$ cat config.mk
export PLATFORM = sky130hd
export DESIGN_NAME = cdb_arbiter
export DESIGN_NICKNAME = d
export VERILOG_FILES = /design/src/rtl/cdb_arbiter.sv
export SDC_FILE = /design/constraint.sdc
export NUM_CORES = 1
export LEC_CHECK = 0
export BUFFER_PORTS_ARGS = -buffer_cell sky130_fd_sc_hd__clkbuf_2
export CORE_MARGIN = 2
export CORE_UTILIZATION = 65
export DETAILED_ROUTE_END_ITERATION = 6
export MAX_ROUTING_LAYER = met4
export PLACE_DENSITY = 0.85
export SYNTH_ARGS = -nofsm -noshare
export SYNTH_HDL_FRONTEND = slang
export SYNTH_SLANG_ARGS = --single-unit
$ cat constraint.sdc
create_clock -name clk_i -period 15.5 [get_ports clk_i]
set_clock_uncertainty 0.1 [all_clocks]
set_input_delay 0.775 -clock clk_i [delete_from_list [all_inputs] [get_ports clk_i]]
set_output_delay 0.775 -clock clk_i [all_outputs]
set_load 0.02 [all_outputs]
$ cat src/rtl/cdb_arbiter.sv
// cdb_arbiter: per-FU result FIFOs with round-robin arbitration onto the common data bus
// Ports:
//   clk_i, rst_ni                       clock, asynchronous active-low reset
//   {alu,mem,br}_valid_i/_rob_tag_i/_pd_i/_has_dest_i/_data_i   FU results
//   {alu,mem,br}_stall_o                issue back-pressure per FU
//   curr_rob_tag_i                      ROB head tag, age reference
//   mispredict_i, mispredict_tag_i      flush of results younger than the branch
//   cdb_valid_o/_rob_tag_o/_pd_o/_data_o/_prf_we_o   registered broadcast
//   overflow_err_o                      sticky push-into-full flag
// Optional: CDB_BYPASS_EN lets an input skip its empty FIFO straight into the CDB register.
module cdb_arbiter #(
  parameter int FIFO_DEPTH   = 4,
  parameter int STALL_MARGIN = 2,
  parameter int PREG_W       = 7,
  parameter int TAG_W        = 5
) (
  input  logic              clk_i,
  input  logic              rst_ni,
  input  logic              alu_valid_i,
  input  logic [TAG_W-1:0]  alu_rob_tag_i,
  input  logic [PREG_W-1:0] alu_pd_i,
  input  logic              alu_has_dest_i,
  input  logic [31:0]       alu_data_i,
  output logic              alu_stall_o,
  input  logic              mem_valid_i,
  input  logic [TAG_W-1:0]  mem_rob_tag_i,
  input  logic [PREG_W-1:0] mem_pd_i,
  input  logic              mem_has_dest_i,
  input  logic [31:0]       mem_data_i,
  output logic              mem_stall_o,
  input  logic              br_valid_i,
  input  logic [TAG_W-1:0]  br_rob_tag_i,
  input  logic [PREG_W-1:0] br_pd_i,
  input  logic              br_has_dest_i,
  input  logic [31:0]       br_data_i,
  output logic              br_stall_o,
  input  logic [TAG_W-1:0]  curr_rob_tag_i,
  input  logic              mispredict_i,
  input  logic [TAG_W-1:0]  mispredict_tag_i,
  output logic              cdb_valid_o,
  output logic [TAG_W-1:0]  cdb_rob_tag_o,
  output logic [PREG_W-1:0] cdb_pd_o,
  output logic [31:0]       cdb_data_o,
  output logic              cdb_prf_we_o,
  output logic              overflow_err_o
);
  localparam int AW = $clog2(FIFO_DEPTH);
  localparam int NF = 3;
  typedef struct packed {
    logic [TAG_W-1:0]  tag;
    logic [PREG_W-1:0] pd;
    logic              hd;
    logic [31:0]       data;
  } ent_t;
  ent_t                  mem_q [NF][FIFO_DEPTH];
  logic [FIFO_DEPTH-1:0] live_q [NF];
  logic [FIFO_DEPTH-1:0] live_d [NF];
  logic [AW-1:0]         rd_q [NF];
  logic [AW-1:0]         wr_q [NF];
  logic [AW:0]           cnt_q [NF];
  ent_t                  in_e [NF];
  logic [NF-1:0]         in_v, in_live, full, head_live, dead_pop, byp, cand, cand_r, push, pop;
  logic [1:0]            ptr_q, ptr_d, off, win;
  logic [2:0]            sum;
  logic                  grant;
  ent_t                  cdb_q, cdb_d;
  logic                  cdb_v_q, we_q, we_d, ovf_q, ovf_d;

  // Age is measured from the ROB head modulo 2^TAG_W; larger age means younger.
  function automatic logic younger(input logic [TAG_W-1:0] t, h, m);
    logic [TAG_W-1:0] a, b;
    a = t - h;
    b = m - h;
    return a > b;
  endfunction

  always_comb begin
    in_e[0] = {alu_rob_tag_i, alu_pd_i, alu_has_dest_i, alu_data_i};
    in_e[1] = {mem_rob_tag_i, mem_pd_i, mem_has_dest_i, mem_data_i};
    in_e[2] = {br_rob_tag_i, br_pd_i, br_has_dest_i, br_data_i};
    in_v    = {br_valid_i, mem_valid_i, alu_valid_i};
    for (int f = 0; f < NF; f++) begin
      in_live[f] = in_v[f] && !(mispredict_i && younger(in_e[f].tag, curr_rob_tag_i, mispredict_tag_i));
      for (int i = 0; i < FIFO_DEPTH; i++)
        live_d[f][i] = live_q[f][i] &&
                       !(mispredict_i && younger(mem_q[f][i].tag, curr_rob_tag_i, mispredict_tag_i));
      head_live[f] = cnt_q[f] != '0 && live_d[f][rd_q[f]];
      dead_pop[f]  = cnt_q[f] != '0 && !live_d[f][rd_q[f]];
      full[f]      = cnt_q[f] == (AW+1)'(FIFO_DEPTH);
`ifdef CDB_BYPASS_EN
      byp[f]       = cnt_q[f] == '0 && in_live[f];
`else
      byp[f]       = 1'b0;
`endif
      cand[f]      = head_live[f] || byp[f];
    end
    // Rotate candidates so bit 0 is the FU at the RR pointer, then take the first set bit.
    cand_r = ptr_q == 2'd0 ? cand : ptr_q == 2'd1 ? {cand[0], cand[2:1]} : {cand[1:0], cand[2]};
    off    = cand_r[0] ? 2'd0 : cand_r[1] ? 2'd1 : 2'd2;
    grant  = |cand;
    sum    = {1'b0, ptr_q} + {1'b0, off};
    win    = sum >= 3'd3 ? 2'(sum - 3'd3) : sum[1:0];
    for (int f = 0; f < NF; f++) begin
      pop[f]  = dead_pop[f] || (grant && win == 2'(f) && head_live[f]);
      push[f] = in_live[f] && !full[f] && !(grant && win == 2'(f) && byp[f]);
    end
    cdb_d = grant ? (byp[win] ? in_e[win] : mem_q[win][rd_q[win]]) : cdb_q;
    we_d  = grant && cdb_d.hd && cdb_d.pd != '0;
    ptr_d = grant ? (win == 2'd2 ? 2'd0 : win + 2'd1) : ptr_q;
    ovf_d = ovf_q || |(in_live & full);
  end

  always_ff @(posedge clk_i)
    for (int f = 0; f < NF; f++)
      if (push[f]) mem_q[f][wr_q[f]] <= in_e[f];

  always_ff @(posedge clk_i or negedge rst_ni)
    if (!rst_ni) begin
      for (int f = 0; f < NF; f++) begin
        live_q[f] <= '0;
        rd_q[f]   <= '0;
        wr_q[f]   <= '0;
        cnt_q[f]  <= '0;
      end
      ptr_q   <= '0;
      cdb_q   <= '0;
      cdb_v_q <= 1'b0;
      we_q    <= 1'b0;
      ovf_q   <= 1'b0;
    end else begin
      for (int f = 0; f < NF; f++) begin
        live_q[f] <= live_d[f];
        if (push[f]) live_q[f][wr_q[f]] <= 1'b1;
        rd_q[f]  <= rd_q[f] + AW'(pop[f]);
        wr_q[f]  <= wr_q[f] + AW'(push[f]);
        cnt_q[f] <= cnt_q[f] + (AW+1)'(push[f]) - (AW+1)'(pop[f]);
      end
      ptr_q   <= ptr_d;
      cdb_q   <= cdb_d;
      cdb_v_q <= grant;
      we_q    <= we_d;
      ovf_q   <= ovf_d;
    end

  assign alu_stall_o    = cnt_q[0] >= (AW+1)'(FIFO_DEPTH - STALL_MARGIN);
  assign mem_stall_o    = cnt_q[1] >= (AW+1)'(FIFO_DEPTH - STALL_MARGIN);
  assign br_stall_o     = cnt_q[2] >= (AW+1)'(FIFO_DEPTH - STALL_MARGIN);
  assign cdb_valid_o    = cdb_v_q;
  assign cdb_rob_tag_o  = cdb_q.tag;
  assign cdb_pd_o       = cdb_q.pd;
  assign cdb_data_o     = cdb_q.data;
  assign cdb_prf_we_o   = we_q;
  assign overflow_err_o = ovf_q;
endmodule

==> metrics, run 1 <==
ys async rst share 13.2%; IO Port Bufs 200; Rel. slew slack 15.6%; DRC violations left 0; CTS Buf Count 58; Skew-Pair Late Insertion Delay 0.62 ns; leading cell types by count after synthesis 540 x edfxtp_1, 406 x nand2_1, 183 x nor2_1, 160 x a21oi_1, 141 x ha_1; fin nets 2,789; 1st-iter DRT viols 2,038; DPL Wire Length 45,500 um; Final min period 9.87 ns; layout cell share with drive strength beyond 1 13.8%; CTS clk-pin slew, worst paths 0.06 ns; routability cong. 0.950; CP max stage delay 0.89 ns; worst r2r src mem_q[2][85]; Tightest Pin Transition 1.27 ns; post-route ant nets 0; total negative slack 0 ns; worst r2r dst cdb_data_o[7]; Setup crit start curr_rob_tag_i[0]; Placed Area 30,300 um2; Post-CTS Setup Inserts 0; DR vias/cell 6.37; Syn Nets 2,662; die area 46,300 um2; gr usage total 34.0%; Yosys cell types 62; 1st-pass router iterations 6; CP startpoint kind input port; wirelength, routed 76,100 um; final period utilization 63.7%; die span in x 215 um; synth-to-layout area growth 11.3%; WP data arrival 10.25 ns; Yosys reg bits 622; Worst path slowest cell buf_4; achievable frequency 101 MHz; IO Pins 201; endpoints failing hold 0; Critical Path RT 15.88 ns; CTS tree built; Overflow after GRT 0; Syn Inst Count 2,350; sequential-to-total area share from yosys stat 63.0%; Max H-tree Level 2; Initial Util 65.7%; R2R setup slack 6.41 ns; Final Setup Violations 0; max-slew violations 0; Worst Hold Class in2async; CP Max Fanout 98; maximum root-to-sink buffer count 3; vias in the first global route 19,803; most repeated cell in the gate-level netlist after synthesis edfxtp_1; R2R depth 34; Yosys top cell area share 55.9%; root buffer cell clkbuf_16; YS warnings 0; Setup CP Type in2reg; wire per inst 24.3 um; CP Capture Type register; Post-synth EDFFs 540; final instance area 32,300 um2; first-pass GRT wire length 115,000 um; initial antenna violation count 10; Mapped Area 29,000 um2; core footprint 44,100 um2; ranking of synthesized cells by area edfxtp_1 56%, dfrtp_1 7.1%, ha_1 6.1%; Placement Rows 77; prevailing post-synth register cell edfxtp_1; status finished clean; RSZ-0062 raised after global routing false; Post-CTS Hold Buffers 0; pin count of the biggest net entering global routing 226; post-synthesis area per instance 12.3 um2; Vias 19,911; cts repair resizes 0; FILL cells 2,837; CTS Sinks 622; crit path to cdb_data_o[7]; leading area contributor after synthesis edfxtp_1; die height 215 um; max-cap violations 0
[critical path: cells and delay by family]
kind / cells / cell delay, ns
buf+inv: 7 / 2.32
fa+ha+maj: 6 / 1.78
compound gates: 13 / 2.79
mux: 1 / 0.36
xor+xnor: 1 / 0.40
simple gates: 6 / 1.68
[cells by family (layout without fill, tap and decap cells)]
kind of cell	after synthesis	count (layout)	synth area share (%)
buffers and inverters	241	416	3.86
adders and majority gates	167	167	7.67
and+or+nand+nor	692	692	9.87
xor gates and xnor gates	83	83	2.53
other	0	11	0
muxes	50	50	1.90
AOI/OAI and AO/OA	495	495	11.2
DFF	622	622	63.0
[worst min-delay path by stage]
stage,start,end,slack (ns),cells after the start
finish,rst_ni,cdb_data_o[31],0.1,1
global route,rst_ni,cdb_data_o[2],0.1,1
CTS,rst_ni,cnt_q[0],0.07,1
detailed placement,live_q[0],live_q[0],0.37,1
global placement,live_q[10],live_q[10],0.36,2
floorplan,live_q[10],live_q[10],0.34,2
[through the flow]
stage          hold slack (ns)  cells  setup WS [ns]  utilization, %
3_5_place_dp             0.370   3009           5.26            68.6
2_1_floorplan            0.341   2350           6.92               -
6_report                0.0953   3128           5.63            73.1
4_1_cts                 0.0716   3117           5.78            73.1
5_1_grt                 0.0962   3126           5.11            73.1
3_3_place_gp             0.362   3009           5.71            68.6
[final cells by class]
type                            count  area [um2]  share of cell area (%)
Antenna cell                       11        27.5                  0.0853
Clock buffer                       77        1610                    5.00
Clock inverter                     31         350                    1.09
Inverter                           76         285                   0.884
Multi-Input combinational cell   1487        9720                    30.1
Sequential cell                   622       18300                    56.6
Tap cell                          592         741                    2.30
Timing Repair Buffer              232        1260                    3.89
[cell usage in the layout (no fill, tap or decap), types with 5 or more instances in the layout]
| master | Yosys | routed |
|---|---|---|
| edfxtp_1 | 540 | 540 |
| nand2_1 | 406 | 406 |
| clkbuf_2 | 0 | 199 |
| nor2_1 | 183 | 176 |
| a21oi_1 | 160 | 158 |
| ha_1 | 141 | 141 |
| dfrtp_1 | 82 | 82 |
| a31oi_1 | 79 | 79 |
| inv_1 | 76 | 75 |
| a311oi_1 | 72 | 72 |
| clkbuf_16 | 0 | 59 |
| xnor2_1 | 50 | 50 |
| o21ai_0 | 49 | 49 |
| a211oi_1 | 40 | 40 |
| mux2_1 | 37 | 37 |
| nand3_1 | 33 | 33 |
| xor2_1 | 32 | 32 |
| buf_4 | 44 | 32 |
| o211ai_1 | 29 | 29 |
| a21o_1 | 24 | 23 |
| fa_1 | 20 | 20 |
| nand2b_1 | 16 | 16 |
| diode_2 | 0 | 11 |
| clkbuf_1 | 102 | 11 |
| mux2i_1 | 10 | 10 |
| clkinv_1 | 0 | 9 |
| nand4_1 | 8 | 8 |
| o31ai_1 | 8 | 8 |
| nor2_4 | 0 | 7 |
| clkbuf_8 | 0 | 7 |
| bufinv_16 | 0 | 7 |
| nor2b_1 | 6 | 6 |
| maj3_1 | 6 | 6 |
| o21bai_1 | 6 | 6 |
| clkinvlp_4 | 0 | 6 |
| clkinv_2 | 0 | 6 |
| nand3b_1 | 5 | 5 |
| nor3b_1 | 5 | 5 |
[per-layer routing]
| metal | global-route usage (%) | vias up | share of wire, % |
|---|---|---|---|
| li1 | - | 8844 | - |
| met1 | 42.4 | 9684 | 38 |
| met2 | 54.7 | 1135 | 49 |
| met3 | 5.86 | 248 | 9.0 |
| met4 | 15.9 | 0 | 4.6 |
| met5 | - | - | 0 |
[flip-flops by register name, summed over array words and instances, names as in the netlist]
| name | cells |
|---|---|
| mem_q | 540 |
| cdb_prf_we_o | 1 |
| live_q | 12 |
| cnt_q | 9 |
| ptr_q | 2 |
| wr_q | 6 |
| cdb_pd_o | 7 |
| cdb_rob_tag_o | 5 |
| cdb_data_o | 32 |
| rd_q | 6 |
| cdb_valid_o | 1 |
| overflow_err_o | 1 |
Power of run 1 is not shown: default switching activity piles up to over one toggle a cycle in this logic, so the estimate is an artifact.
==> run 2, diff against run 1 <==
--- a/config.mk
+++ b/config.mk
@@ -7,10 +7,10 @@
 export LEC_CHECK = 0
 export BUFFER_PORTS_ARGS = -buffer_cell sky130_fd_sc_hd__clkbuf_2
 export CORE_MARGIN = 2
-export CORE_UTILIZATION = 65
+export CORE_UTILIZATION = 61
 export DETAILED_ROUTE_END_ITERATION = 6
 export MAX_ROUTING_LAYER = met4
-export PLACE_DENSITY = 0.85
+export PLACE_DENSITY = 0.8
 export SYNTH_ARGS = -nofsm -noshare
 export SYNTH_HDL_FRONTEND = slang
 export SYNTH_SLANG_ARGS = --single-unit
==> constraint.sdc (replaced) <==
create_clock -name clk_i -period 9.4 [get_ports clk_i]
set_clock_uncertainty 0.1 [all_clocks]
set_input_delay 0.47 -clock clk_i [delete_from_list [all_inputs] [get_ports clk_i]]
set_output_delay 0.47 -clock clk_i [all_outputs]
set_load 0.02 [all_outputs]
==> run 2 against run 1 <==
Compared with the run above:
- via count increased by 1.4%
- sequential share of layout area is 2.2 points lower
- first-iteration DRC count down 7.2%
- global-route usage down 1.9 points
- critical path depth grew 2
- sequential cell count stayed put
- worst hold slack got worse by 0.079 ns
- wire length hardly changed
- setup slack got worse by 4.4 ns
- clock-buffer cell count is 15 higher
==> metrics, run 2 (synthesis results as in run 1) <==
Critical Path RT 9.82 ns; die area 49,300 um2; core footprint 46,800 um2; CP Max Fanout 144; gr usage total 32.1%; CTS tree built; max FFs per register 540; Rel. slew slack 15.9%; root buffer cell clkbuf_16; M2 GR Usage 52.6%; R2R setup slack 1.51 ns; layout cell share with drive strength beyond 1 13.0%; DRC violations left 0; met1 global-route usage 40.1%; final period utilization 86.4%; wire per inst 23.3 um; Setup CP Type in2reg; CP max stage delay 0.51 ns; Overflow after GRT 0; 1st-pass router iterations 5; achievable frequency 123 MHz; RSZ-0062 raised after global routing false; initial antenna violation count 5; max-slew violations 0; die span in x 222 um; CTS Sinks 622; wirelength, routed 76,100 um; first-pass GRT wire length 117,000 um; cts repair resizes 0; met3 usage 4.93%; gr busiest metal met2; CP Capture Type register; maximum root-to-sink buffer count 3; commonest non-fill, non-tap cell in the layout edfxtp_1; worst r2r dst cdb_prf_we_o; status finished clean; IO Port Bufs 200; Initial Util 62.0%; endpoints failing hold 0; Worst path slowest cell fa_1; die height 222 um; post-layout util 71.8%; pin count of the biggest net entering global routing 161; 1st-iter DRT viols 1,892; Setup crit start curr_rob_tag_i[0]; Final Setup Violations 0; most frequent CP cell ha_1; post-route ant nets 0; DPL Wire Length 45,100 um; max-cap violations 0; Final min period 8.12 ns; vias in the first global route 20,888; Placement Rows 79; Vias 20,192; crit path to cdb_prf_we_o; commonest non-fill, non-tap cells in the layout 540 x edfxtp_1, 406 x nand2_1, 199 x clkbuf_2; CP startpoint kind input port; synth-to-layout area growth 15.8%; Worst Hold Class in2reg; Tightest Pin Transition 1.26 ns; Max H-tree Level 2; WP data arrival 8.54 ns; IO Pins 201; worst r2r src mem_q[2][175]; Skew-Pair Late Insertion Delay 0.64 ns; total negative slack 0 ns; DR vias/cell 6.18; FILL cells 2,962; CTS Buf Count 61; routability cong. 0.923; R2R depth 32; CTS clk-pin slew, worst paths 0.06 ns; fin nets 2,914
==> run 2: cell count changes in the layout (fill, tap and decap cells not counted), sizes merged <==
| cell | change |
|---|---|
| dlygate4sd3 | +122 |
| inv | +1 |
| diode | -5 |
| clkinvlp | -6 |
| clkinv | -1 |
| bufinv | -2 |
| clkbuf | +15 |
==> run 2: how the worst min path moves through the flow <==
stage	startpoint	endpoint	slack, ns	cells after the start
final	mem_has_dest_i	mem_q[1][32]	0.02	1
after global routing	mem_has_dest_i	mem_q[1][32]	0.01	1
after CTS	mem_has_dest_i	mem_q[1][32]	0.0008	1
after detailed placement	live_q[0]	live_q[0]	0.37	1
after global placement	live_q[0]	live_q[0]	0.36	1
after floorplan	rst_ni	cdb_data_o[0]	0.07	0
==> run 2: repair_timing <==
item	CTS	global route
buffers inserted	0	0
hold endpoints to repair	512	0
hold buffers	122	0
==> run 2: area by class of cell <==
type	instances	area, um2	share of cell area, %
tap	607	759	2.26
antenna	6	15.0	0.0447
clock inverter	23	294	0.876
clock buffer	92	1720	5.13
timing repair buffer	354	2500	7.45
sequential	622	18300	54.4
inverter	76	285	0.850
multi-input combinational	1487	9730	29.0
==> run 2: metrics by stage <==
step           setup WS, ns  cell area [um2]  hold slack, ns  std cells
2_1_floorplan          1.12            29000          0.0744       2350
3_3_place_gp           1.14            30300           0.359       3024
3_5_place_dp          0.863            30300           0.368       3024
4_1_cts                1.35            33600        0.000804       3261
5_1_grt               0.702            33600          0.0118       3266
6_report               1.28            33600          0.0165       3267
==> run 2: layer usage <==
layer  vias to the layer above  part of all wire (%)
met4                         0                   3.9
met2                      1127                    49
met1                      9742                    38
met5                         -                     0
li1                       9096                     -
met3                       227                   8.9
==> run 2: worst max-delay path, delay by kind of cell <==
family / cells / cell delay, ns
XOR/XNOR: 1 / 0.32
AO/OA/AOI/OAI: 13 / 2.27
AND/OR/NAND/NOR: 8 / 1.58
buffers and inverters: 7 / 1.68
adder cells (fa/ha/maj): 6 / 1.75
multiplexers: 1 / 0.37
Power of run 2 is left out for the same reason.
